`src/rtl/dphy_lane_deser.sv`:
```
// dphy_lane_deser: D-PHY HS receive deserializer; hunts a sync byte per lane, aligns lanes, emits bytes.
// Optional feature macro: DPHY_LANE_DESER_SYNC_TOL_EN accepts sync windows within Hamming distance 1.
module dphy_lane_deser #(
    parameter int         LANES     = 2,
    parameter int         DIN_W     = 2,
    parameter logic [7:0] SYNC_WORD = 8'hB8,
    parameter int         TIMEOUT   = 64
) (
    input  logic                   dphy_clk,
    input  logic                   reset,
    input  logic                   hs_en,
    input  logic [LANES*DIN_W-1:0] din,
    output logic [LANES*8-1:0]     dout,
    output logic                   dout_valid,
    output logic                   locked,
    output logic                   sync_err,
    output logic                   hunt_timeout,
    output logic [1:0]             state_dbg
);
    // dout/dout_valid is a valid-only strobe with no ready: the consumer takes dout in the
    // cycle dout_valid is high; dout holds its value between strobes.

    localparam int               N           = 8 / DIN_W;
    localparam int               PH_W        = (N > 1) ? $clog2(N) : 1;
    localparam logic [PH_W-1:0]  PH_LAST     = PH_W'(N - 1);
    localparam logic [PH_W-1:0]  PH_START    = (N > 1) ? PH_W'(1) : PH_W'(0);
    localparam logic [7:0]       TIMEOUT_CNT = 8'(TIMEOUT);

    typedef enum logic [1:0] {
        IDLE   = 2'd0,
        HUNT   = 2'd1,
        LOCKED = 2'd2,
        FAIL   = 2'd3
    } state_t;

    state_t            state_q, state_d;
    logic [15:0]       sr_q     [LANES];
    logic [2:0]        off_q    [LANES];
    logic [2:0]        cand_off [LANES];
    logic [7:0]        hunt_cnt_q, hunt_cnt_d, hunt_cnt_inc;
    logic [PH_W-1:0]   phase_q, phase_d;
    logic [LANES-1:0]  lane_exact, lane_loose;
    logic              all_match;
    logic              byte_done, lock_hit, timeout_hit;
    logic [LANES*8-1:0] dout_win;

    // Window whose last (newest) bit sits j positions below the top of the shift register.
    function automatic logic [7:0] window(input logic [15:0] sr, input logic [2:0] j);
        return 8'(sr >> (4'd8 - {1'b0, j}));
    endfunction

`ifdef DPHY_LANE_DESER_SYNC_TOL_EN
    function automatic logic near_sync(input logic [7:0] w);
        logic [7:0] d;
        d = w ^ SYNC_WORD;
        return (d & (d - 8'd1)) == 8'd0;
    endfunction
`endif

    // Later j wins, so the earliest-completed window is kept; exact hits pre-empt loose ones.
    always_comb begin
        lane_exact = '0;
        lane_loose = '0;
        for (int l = 0; l < LANES; l++) begin
            cand_off[l] = 3'd0;
            for (int j = 0; j < DIN_W; j++) begin
                if (window(sr_q[l], 3'(j)) == SYNC_WORD) begin
                    lane_exact[l] = 1'b1;
                    cand_off[l]   = 3'(j);
                end
            end
`ifdef DPHY_LANE_DESER_SYNC_TOL_EN
            if (!lane_exact[l]) begin
                for (int j = 0; j < DIN_W; j++) begin
                    if (near_sync(window(sr_q[l], 3'(j)))) begin
                        lane_loose[l] = 1'b1;
                        cand_off[l]   = 3'(j);
                    end
                end
            end
`endif
        end
    end

    assign all_match    = &(lane_exact | lane_loose);
    assign hunt_cnt_inc = (hunt_cnt_q == 8'hFF) ? 8'hFF : hunt_cnt_q + 8'd1;

    always_comb begin
        dout_win = '0;
        for (int l = 0; l < LANES; l++) begin
            dout_win[l*8 +: 8] = window(sr_q[l], off_q[l]);
        end
    end

    always_comb begin
        state_d     = state_q;
        hunt_cnt_d  = hunt_cnt_q;
        phase_d     = phase_q;
        byte_done   = 1'b0;
        lock_hit    = 1'b0;
        timeout_hit = 1'b0;
        if (!hs_en) begin
            state_d    = IDLE;
            hunt_cnt_d = '0;
            phase_d    = '0;
        end else begin
            unique case (state_q)
                IDLE: begin
                    state_d    = HUNT;
                    hunt_cnt_d = '0;
                end
                HUNT: begin
                    if (all_match) begin
                        state_d  = LOCKED;
                        phase_d  = PH_START;
                        lock_hit = 1'b1;
                    end else begin
                        hunt_cnt_d = hunt_cnt_inc;
                        if (hunt_cnt_inc >= TIMEOUT_CNT) begin
                            state_d     = FAIL;
                            timeout_hit = 1'b1;
                        end
                    end
                end
                LOCKED: begin
                    // Phase 0 means a whole byte landed at the stored offsets on the last edge.
                    byte_done = (phase_q == '0);
                    phase_d   = (phase_q == PH_LAST) ? '0 : phase_q + PH_W'(1);
                end
                FAIL: state_d = FAIL;
                default: state_d = IDLE;
            endcase
        end
    end

    always_ff @(posedge dphy_clk) begin
        if (reset) begin
            state_q      <= IDLE;
            hunt_cnt_q   <= '0;
            phase_q      <= '0;
            dout         <= '0;
            dout_valid   <= 1'b0;
            hunt_timeout <= 1'b0;
            for (int l = 0; l < LANES; l++) begin
                sr_q[l]  <= '0;
                off_q[l] <= '0;
            end
        end else begin
            state_q      <= state_d;
            hunt_cnt_q   <= hunt_cnt_d;
            phase_q      <= phase_d;
            dout_valid   <= byte_done;
            hunt_timeout <= timeout_hit;
            if (byte_done) begin
                dout <= dout_win;
            end
            for (int l = 0; l < LANES; l++) begin
                sr_q[l] <= hs_en ? {din[l*DIN_W +: DIN_W], sr_q[l][15:DIN_W]} : 16'd0;
                if (lock_hit) begin
                    off_q[l] <= cand_off[l];
                end
            end
        end
    end

`ifdef DPHY_LANE_DESER_SYNC_TOL_EN
    always_ff @(posedge dphy_clk) begin
        if (reset) begin
            sync_err <= 1'b0;
        end else begin
            sync_err <= lock_hit & (|lane_loose);
        end
    end
`else
    assign sync_err = 1'b0;
`endif

    assign locked    = (state_q == LOCKED);
    assign state_dbg = state_q;

endmodule

```
`config.mk`:
```
export PLATFORM = sky130hd
export DESIGN_NAME = dphy_lane_deser
export DESIGN_NICKNAME = d
export VERILOG_FILES = /design/src/rtl/dphy_lane_deser.sv
export SDC_FILE = /design/constraint.sdc
export NUM_CORES = 1
export LEC_CHECK = 0
export CAP_MARGIN = 10
export CORE_ASPECT_RATIO = 2
export CORE_MARGIN = 2
export CORE_UTILIZATION = 55
export CTS_BUF_LIST = sky130_fd_sc_hd__clkbuf_8
export DETAILED_ROUTE_END_ITERATION = 10
export PLACE_DENSITY = 0.82
export SYNTH_ARGS = -nofsm -noshare
export SYNTH_HDL_FRONTEND = slang
export SYNTH_SLANG_ARGS = --single-unit
```
`constraint.sdc`:
```
create_clock -name dphy_clk -period 4.7 [get_ports dphy_clk]
set_input_delay 0.94 -clock dphy_clk [delete_from_list [all_inputs] [get_ports dphy_clk]]
set_output_delay 0.94 -clock dphy_clk [all_outputs]
set_load 0.02 [all_outputs]
```
# Word level (Yosys, flattened, before mapping)
# Memories as Yosys holds them, arrays and structs flattened.
# Cells that the tools add are included.
dict set report totals {
  regBits 30
  ram_bits 34
  output_inout_bits 22
  word_cells 77
  memories 2
}
dict set report op_classes {
  add_sub_neg 4
  order_cmp 1
  eq_ne 12
  n_shift 2
  mux 33
  bitwise_logic 6
  reduce_logical 11
}
# name depth word_bits read_ports rd_ports_with_merged_regs write_ports line
set mem_list {}
lappend mem_list {sr_q 2 16 2 0 2 37} ;# logic [15:0] sr_q [LANES];
lappend mem_list {off_q 2 1 2 0 2 38} ;# logic [2:0] off_q [LANES];
# op count
set op_table {}
lappend op_table {{$mux W16} 4}
lappend op_table {{$eq A8 B8 Y1 const B} 5}
lappend op_table {{$shr A16 B4 Y8} 2}
lappend op_table {{$mux W1} 20}
lappend op_table {{$mux W8} 2}
lappend op_table {{$pmux W8 S2} 1}
lappend op_table {{$add A8 B1 Y8 const B} 1}
lappend op_table {{$ge A8 B7 Y1 const B} 1}
lappend op_table {{$mux W2} 4}
lappend op_table {{$reduce_and A2 Y1} 4}
lappend op_table {{$sub A4 B3 Y4 const A} 2}
lappend op_table {{$eq A2 B2 Y1 const B} 3}
lappend op_table {{$pmux W2 S3} 1}
lappend op_table {{$logic_not A2 Y1} 2}
lappend op_table {{$ne A2 B2 Y1 const B} 2}
lappend op_table {{$or A1 B1 Y1} 4}
lappend op_table {{$pmux W2 S2} 1}
lappend op_table {{$reduce_bool A2 Y1} 2}
lappend op_table {{$reduce_or A4 Y1} 1}
lappend op_table {{$ne A3 B3 Y1 const B} 1}
lappend op_table {{$reduce_bool A3 Y1} 1}
lappend op_table {{$add A2 B1 Y2 const B} 1}
lappend op_table {{$eq A2 B1 Y1 const B} 1}
lappend op_table {{$not A1 Y1} 2}
lappend op_table {{$reduce_or A2 Y1} 1}

# Longest topological paths before layout
# Gate-level depths: netlist of the first run.
# An unclocked memory read counts as a cell.
dict set report depth {
  depth_word 12
  mapped_depth 7
}

# Worst setup path before layout of the first run
# OpenSTA, ideal clock, no wires.
dict set report synth_timing {
  path_kind {input -> register}
  from {input port reset}
  to {register hunt_cnt_q[6]}
  setup_time_ps 87
  arrival_ps 1828
  required_time_ps 4613
  setup_slack_ps 2785
  stages 5
  path_buffers 1
  cell_sequence {clkbuf_1 > nand2b_1 > a21oi_1 > o311ai_0 > o31ai_1}
}
dict set report synth_via {
  elab_chain_cells 1
}
# element line
set synth_lines {}
lappend synth_lines {{from (decl)} 10} ;# input logic reset,
lappend synth_lines {{$reduce_or A2 Y1 (no line)} n/a}
lappend synth_lines {{to (signal assigned)} 150} ;# hunt_cnt_q <= hunt_cnt_d;
lappend synth_lines {{to (decl)} 40} ;# logic [7:0] hunt_cnt_q, hunt_cnt_d, hunt_cnt_inc;
# No other way between the ends.
# A chain may end at the register's enable or synchronous reset.

# Worst setup path after layout of the first run
dict set report layout_timing {
  from {input port reset}
  to {register hunt_cnt_q[0]}
}
# Same word-level chain as after synthesis.

==> summary.md, run 1 <==
| Metric | Value |
|---|---|
| Initial antenna violation count | `0` |
| Clock tree root driver cell | `sky130_fd_sc_hd__clkbuf_8` |
| Buffers on Ports | `27` |
| Ys async rst share | `0%` |
| Initial core utilization | `57.29%` |
| Violation count after the first detailed-route iteration | `42` |
| Clock tree skew after final layout | `around 0.005 ns` |
| Maximum buffer depth of the clock tree | `2` |
| Depth of the worst register-to-register path | `5` |
| Hold Crit Start | `sr_q[0][31]` |
| Destination of the worst register-to-register timing path | `dout[10]` |
| Main area contributors after synthesis | `sky130_fd_sc_hd__dfxtp_1, sky130_fd_sc_hd__mux2i_1, sky130_fd_sc_hd__a211oi_1` |
| Synth Cell Area | `2202 sq um` |
| Category of the most critical setup path | `input port to flop` |
| Final slew viol count | `0` |
| Fraction of synthesized cell area in xor and xnor cells | `0%` |
| Number of synthesized flops with an enable pin | `2` |
| Hold Crit Class | `flop to flop` |
| Residual DRC count | `0` |
| Endpoint kind of the worst setup timing path | `flop` |
| Compound-gate portion of the synthesized area | `17.39%` |
| Vias in the first global route | `1580` |
| Drt wl/cell | `14.42 um` |
| Pre-Repair DR Iteration Count | `4` |
| Clock buffer count from CTS | `5` |
| Final GP Congestion | `0.8230` |
| Net count of the mapped netlist | `roughly 240` |
| Status | `finished, final reports clean` |
| Synthesized flop and latch total | `50` |
| Total number of yosys warnings | `0` |
| Max Clk Rate | `349.0 MHz` |
| Setup fix buffers added after clock tree synthesis | `0` |
| Share of layout cells above drive strength 1 | `8.197%` |
| Finished Layout Cells | `295` |
| Average footprint of a synthesized cell | `just under 10 sq um` |
| Hold depth | `1` |
| Clk_lat worst skew | `0.30 ns` |
| Pwr per Cell Area | `304.2 nW/um^2` |
| Sequential cell area fraction in the yosys report | `roughly 46%` |
| Cell count after synthesis | `approximately 220` |
| Post-layout min period | `2.865 ns` |
| Final count of hold timing violations | `0` |
| Number of distinct standard cells referenced by the synthesized netlist | `43` |
| Post-route clock period utilization | `60.96%` |
| Share of the synthesized area in the top cell type | `43.64%` |
| Chip height | `93.49 um` |
| Count of inserted antenna diode cells | `0` |
| Area overhead of the layout relative to synthesis | `16.70%` |
| Rel. slew slack | `33.78%` |
| Post-CTS Resized | `0` |
| Pin count of the biggest net entering global routing | `34` |
| Wire length of the first global-routing pass | `7176 um` |
| Setup_tns | `0 ns` |
| Total grt overflow | `0` |
| Global routing usage summed across all routing layers | `roughly 20%` |
| Vias after detailed routing | `roughly 1700` |
| Setup repair after global routing missed its margin | `no` |
| Max-cap viol count | `0` |
| Worst setup slack after layout | `1.835 ns` |
| Instance count after placement with tap cells included | `287` |
| TritonCTS sink count | `50` |
| ANT nets after route | `0` |
| Number of hold-repair buffers added at the cts stage | `0` |
| Floorplan core area | `3844 sq um` |
| Htree depth | `2` |
| Number of I/O pins | `29` |
| Clock slew seen by the registers of the worst setup and hold paths | `about 0.090 ns` |
| Worst-path fanout max | `24` |
| Setup violators final | `0` |
| Slew at the pin closest to its max-slew limit | `0.9932 ns` |
| Setup Slack @ Placement | `1.539 ns` |
| Min-Delay Endpoint | `sr_q[0][29]` |
| Mux cell area share after synthesis | `slightly below 8%` |
| Standby leakage power | `approximately 0.91 nW` |
| Worst ir drop on vdd | `between 300 and 400 uV` |
| Arithmetic-cell share of the synthesized area counting full adders, half adders and majority gates | `under 10%` |
| Horiz. Die Dim | `48.74 um` |
| TritonCTS clock tree | `yes` |
| Leading cell type by number of instances after synthesis | `sky130_fd_sc_hd__dfxtp_1` |
| Avg Vias per Cell | `approximately 5.7` |
| Required time of the worst setup path | `~5.0 ns` |
| FP Rows | `32` |
| Detailed Route WL | `4255 um` |
| Data arrival at the endpoint of the critical path | `3.11 ns` |
| Post-synth top flop | `sky130_fd_sc_hd__dfxtp_1` |
| Reg-to-reg startpoint | `state_dbg[0]` |
| Fill cells | `354` |
| Slack of the worst reg-to-reg path | `2.49 ns` |
| HPWL after DPL | `3135 um` |
| Largest area contributor in the synthesized netlist | `sky130_fd_sc_hd__dfxtp_1` |
| # nets final | `257` |
| Dominant combinational cell family by area after synthesis | `simple AND/OR/NAND/NOR gates` |
| Commonest cells in the synthesized netlist | `sky130_fd_sc_hd__dfxtp_1, sky130_fd_sc_hd__nor2_1, sky130_fd_sc_hd__and2_1` |
| Nature of the critical path startpoint | `input port` |
| Basic-gate share of the synthesized area counting and, or, nand and nor cells | `20.06%` |
| Power Total | `between 700 and 800 uW` |
| Die Outline Area | `about 4600 sq um` |
-- stage by stage --
step | cell area (sq um) | hold slack (ns) | utilization, %
after floorplan | 2202 | 0.4441 | -
after global placement | 2476 | 0.4653 | 64.42
after detailed placement | 2476 | 0.4797 | 64.42
after CTS | 2570 | 0.4966 | 66.86
after global routing | 2570 | 0.5170 | 66.86
final | 2570 | 0.4903 | 66.86
-- cell type report --
cell class / instances / area, sq um / share of cell area, %
clock buffer: 6 / 82.58 / 3.213
clock inverter: 2 / 11.26 / 0.4382
inverter: 7 / 26.28 / 1.022
multi-input combinational: 151 / 1087 / 42.31
sequential: 50 / 1021 / 39.73
tap: 51 / 63.81 / 2.483
timing repair buffer: 28 / 277.8 / 10.81
-- where the power goes --
part | total [mW] | internal, mW | switching (mW)
combinational | 0.0775 | 0.0346 | 0.0429
sequential | 0.446 | 0.436 | 0.0100
clock | 0.258 | 0.119 | 0.139
total | 0.782 | 0.590 | 0.192
-- layer usage --
metal | vias to the layer above | share of wire, % | GRT usage (%)
li1 | 839 | - | -
met1 | 771 | 38 | 20.10
met2 | 46 | 55 | 38.01
met3 | 14 | 3.4 | 2.875
met4 | 0 | 3.8 | 14.05
met5 | - | 0 | 0
-- cells by family after synthesis --
| logic type | count (synthesis) |
|---|---|
| buffers and inverters | 22 |
| other | 1 |
| AO/OA/AOI/OAI | 46 |
| AND/OR/NAND/NOR | 80 |
| multiplexers | 17 |
| flip-flops | 50 |
| adder cells (fa/ha/maj) | 7 |
-- worst max-delay path, stage by stage --
cell                              delay (ns)
sky130_fd_sc_hd__clkdlybuf4s50_1        0.78
sky130_fd_sc_hd__nor2b_1                0.24
sky130_fd_sc_hd__buf_4                  0.26
sky130_fd_sc_hd__nand2_1                0.12
sky130_fd_sc_hd__or4_4                  0.46
sky130_fd_sc_hd__o31ai_1                0.12
sky130_fd_sc_hd__a22o_1                 0.20
-- state kept, by name, indices dropped and copies added, names as in the netlist --
signal / flops
off_q: 2
dout_valid: 1
hunt_timeout: 1
dout: 16
hunt_cnt_q: 8
phase_q: 2
sr_q: 18
state_dbg: 2
-- worst max path at each step --
| stage | cells past startpoint | endpoint | start |
|---|---|---|---|
| after detailed placement | 7 | hunt_cnt_q[0] | reset |
| after global routing | 6 | off_q[0][1] | reset |
| final | 7 | hunt_cnt_q[0] | reset |
| after global placement | 7 | hunt_cnt_q[1] | reset |
| after CTS | 7 | hunt_cnt_q[0] | reset |
| after floorplan | 5 | hunt_cnt_q[6] | reset |
-- placed cells by master (no fill, tap or decap), drive strengths merged, types with 4 or more instances in the layout --
cell type / netlist / layout
dfxtp: 48 / 48
nor2: 27 / 27
clkdlybuf4s50: 0 / 27
and2: 18 / 18
mux2i: 16 / 16
a211oi: 16 / 16
nand3: 11 / 11
inv: 7 / 8
ha: 7 / 7
nand2: 6 / 6
clkbuf: 12 / 6
o21ai: 6 / 6
and3: 4 / 4
a32o: 4 / 4
(Power assumes the default switching activity.)
==> run 2, diff against run 1 <==
--- a/config.mk
+++ b/config.mk
@@ -8,10 +8,10 @@
 export CAP_MARGIN = 10
 export CORE_ASPECT_RATIO = 2
 export CORE_MARGIN = 2
-export CORE_UTILIZATION = 55
+export CORE_UTILIZATION = 51
 export CTS_BUF_LIST = sky130_fd_sc_hd__clkbuf_8
 export DETAILED_ROUTE_END_ITERATION = 10
-export PLACE_DENSITY = 0.82
+export PLACE_DENSITY = 0.8
 export SYNTH_ARGS = -nofsm -noshare
 export SYNTH_HDL_FRONTEND = slang
 export SYNTH_SLANG_ARGS = --single-unit
==> constraint.sdc (replaced) <==
create_clock -name dphy_clk -period 2.6 [get_ports dphy_clk]
set_input_delay 0.52 -clock dphy_clk [delete_from_list [all_inputs] [get_ports dphy_clk]]
set_output_delay 0.52 -clock dphy_clk [all_outputs]
set_load 0.02 [all_outputs]
==> run 2 against run 1 <==
Against the previous run:
- count of clock-buffer cells in the layout shrank 1
- clock power grew 98%
- clock skew is essentially flat
- largest cell class unchanged
==> summary.md, run 2 (same netlist as run 1, synthesis figures left out) <==
| Metric | Value |
|---|---|
| ANT nets after route | `0 (unchanged)` |
| Clock slew seen by the registers of the worst setup and hold paths | `0.08 ns (was 0.09 ns)` |
| Placed instance area | `2492 sq um (was 2476 sq um)` |
| Clock tree root driver cell | `sky130_fd_sc_hd__clkbuf_8 (unchanged)` |
| Top reg by flops | `sr_q (unchanged)` |
| Number of hold-repair buffers added at the cts stage | `0 (unchanged)` |
| Pre-Repair DR Iteration Count | `4 (unchanged)` |
| Biggest registers after layout | `sr_q: 18 flops, dout: 16 flops, hunt_cnt_q: 8 flops (unchanged)` |
| # nets final | `259 (was 257)` |
| Largest register FFs | `18 (unchanged)` |
| Initial core utilization | `53.33% (was 57.29%)` |
| Number of I/O pins | `29 (unchanged)` |
| Buffers on Ports | `27 (unchanged)` |
| Endpoint kind of the worst setup timing path | `primary output (was flop)` |
| TritonCTS clock tree | `yes (unchanged)` |
| Slew at the pin closest to its max-slew limit | `0.5120 ns (was 0.9932 ns)` |
| Share of layout cells above drive strength 1 | `8.130% (was 8.197%)` |
| Rel. slew slack | `65.87% (was 33.78%)` |
| Setup repair after global routing missed its margin | `no (unchanged)` |
| Detailed Route WL | `4248 um (was 4255 um)` |
| Drt wl/cell | `14.26 um (was 14.42 um)` |
| Post-route clock period utilization | `84.38%` |
| Total grt overflow | `0 (unchanged)` |
| Global routing usage summed across all routing layers | `19.98% (was 20.37%)` |
| Setup fix buffers added after clock tree synthesis | `0 (unchanged)` |
| Worst hold-check slack | `0.4995 ns (was 0.4903 ns)` |
| Worst ir drop on vdd | `432.0 uV (was 302.3 uV)` |
| Post-route core utilization | `62.94% (was 66.86%)` |
| Category of the most critical setup path | `flop to primary output (was input port to flop)` |
| Max Clk Rate | `455.8 MHz` |
| Clk_lat worst skew | `0.30 ns (about the same)` |
| Final count of hold timing violations | `0 (unchanged)` |
| Pin count of the biggest net entering global routing | `34 (unchanged)` |
| Nature of the critical path startpoint | `flop (was input port)` |
| Chip height | `96.93 um (was 93.49 um)` |
| Vias after detailed routing | `1700 (was 1670)` |
| Slack of the worst reg-to-reg path | `0.50 ns (was 2.49 ns)` |
| Wire length of the first global-routing pass | `7596 um (was 7176 um)` |
| Floorplan core area | `4129 sq um (was 3844 sq um)` |
| TritonCTS sink count | `50 (unchanged)` |
| Data arrival at the endpoint of the critical path | `1.67 ns (was 3.11 ns)` |
| Count of inserted antenna diode cells | `0 (unchanged)` |
| Post-CTS Resized | `0 (unchanged)` |
| Clock buffer count from CTS | `5 (unchanged)` |
| Hold Crit Class | `flop to flop (unchanged)` |
| Die Outline Area | `4892 sq um (was 4556 sq um)` |
| FP Rows | `33 (was 32)` |
| Pwr per Cell Area | `561.2 nW/um^2 (was 304.2 nW/um^2)` |
| Setup violators final | `0 (unchanged)` |
| Maximum buffer depth of the clock tree | `2 (unchanged)` |
| Clock tree skew after final layout | `0.004672 ns (was 0.004933 ns)` |
| Avg Vias per Cell | `5.705 (was 5.661)` |
| Post-layout min period | `around 2.2 ns` |
| Final GP Congestion | `0.8908 (was 0.8230)` |
| Initial antenna violation count | `0 (unchanged)` |
| Horiz. Die Dim | `50.47 um (was 48.74 um)` |
| Area taken by multi-input logic gates | `1087 sq um (unchanged)` |
| Final slew viol count | `0 (unchanged)` |
| Residual DRC count | `0 (unchanged)` |
| Fin area | `2599 sq um (was 2570 sq um)` |
| Sequential cell area | `1021 sq um (unchanged)` |
| Status | `finished, final reports clean (unchanged)` |
| Peak per-stage delay on the critical path | `0.62 ns (was 0.78 ns)` |
| Violation count after the first detailed-route iteration | `36 (was 42)` |
| Fill cells | `351 (was 354)` |
| Setup_tns | `0 ns (unchanged)` |
| Standby leakage power | `0.9288 nW (was 0.9094 nW)` |
| Library cell contributing the largest single delay on the critical path | `sky130_fd_sc_hd__clkdlybuf4s50_1 (unchanged)` |
| Required time of the worst setup path | `2.08 ns (was 4.95 ns)` |
| Commonest non-fill, non-tap cells in the layout | `sky130_fd_sc_hd__dfxtp_1, sky130_fd_sc_hd__nor2_1, sky130_fd_sc_hd__clkdlybuf4s50_1 (unchanged)` |
| Htree depth | `2 (unchanged)` |
| Area overhead of the layout relative to synthesis | `18.01% (was 16.70%)` |
| HPWL after DPL | `3203 um (was 3135 um)` |
| Worst-path fanout max | `5 (was 24)` |
| Max-cap viol count | `0 (unchanged)` |
| Vias in the first global route | `1679 (was 1580)` |
| Most common cell after layout, fill and taps aside | `sky130_fd_sc_hd__dfxtp_1 (unchanged)` |
| Crit-path cells | `inv_1 -> ha_1 -> clkdlybuf4s50_1 (was clkdlybuf4s50_1 -> nor2b_1 -> buf_4 -> nand2_1 -> or4_4 -> o31ai_1 -> a22o_1)` |
==> run 2: changes by cell type in the layout (fill, tap and decap cells not counted) <==
cell                        before  now
sky130_fd_sc_hd__inv_4           1    0
sky130_fd_sc_hd__clkinv_2        1    0
sky130_fd_sc_hd__clkbuf_8        6    5
sky130_fd_sc_hd__inv_1           7    9
sky130_fd_sc_hd__buf_4           1    3
sky130_fd_sc_hd__bufinv_16       0    1
==> run 2: path summary, 6_finish.rpt <==
| kind | startpoint | endpoint | cells after the start |
|---|---|---|---|
| max | state_dbg[0] | locked | 3 |
| min | dout[4] | dout[4] | 2 |
| max reg2reg | state_dbg[1] | hunt_cnt_q[6] | 6 |
| min reg2reg | dout[4] | dout[4] | 2 |
==> run 2: worst max-delay path, delay by kind of cell, from the launching register on <==
kind / cells / cell delay [ns]
flip-flops: 1 / 0.36
buffers and inverters: 2 / 0.77
adder cells (fa/ha/maj): 1 / 0.24
==> run 2: power by group <==
group	internal (mW)	switching [mW]
clock network	0.280	0.233
logic	0.0633	0.0743
registers	0.789	0.0196
==> run 2: layout make-up <==
cell class / instances / area share [%]
Sequential cell: 50 / 39.29
Clock buffer: 5 / 2.648
Multi-Input combinational cell: 151 / 41.84
Tap cell: 52 / 2.504
Timing Repair Buffer: 30 / 11.27
Inverter: 7 / 1.011
Clock inverter: 3 / 1.444
==> run 2: per-stage QoR <==
stage	power, mW	worst slack (ns)	instances
finish	1.458	0.4062	298
CTS	1.476	0.3938	298
global route	1.524	0.2762	298
floorplan	0.9134	0.7791	223
detailed placement	0.9648	0.4081	290
global placement	0.9622	0.4899	290
==> run 2: layer usage <==
layer | global-route usage [%] | up-vias | part of all wire, %
met5 | 0 | - | 0
met4 | 14.76 | 0 | 6.0
met3 | 3.086 | 22 | 3.0
met2 | 35.12 | 41 | 55
met1 | 20.16 | 792 | 36
li1 | - | 845 | -
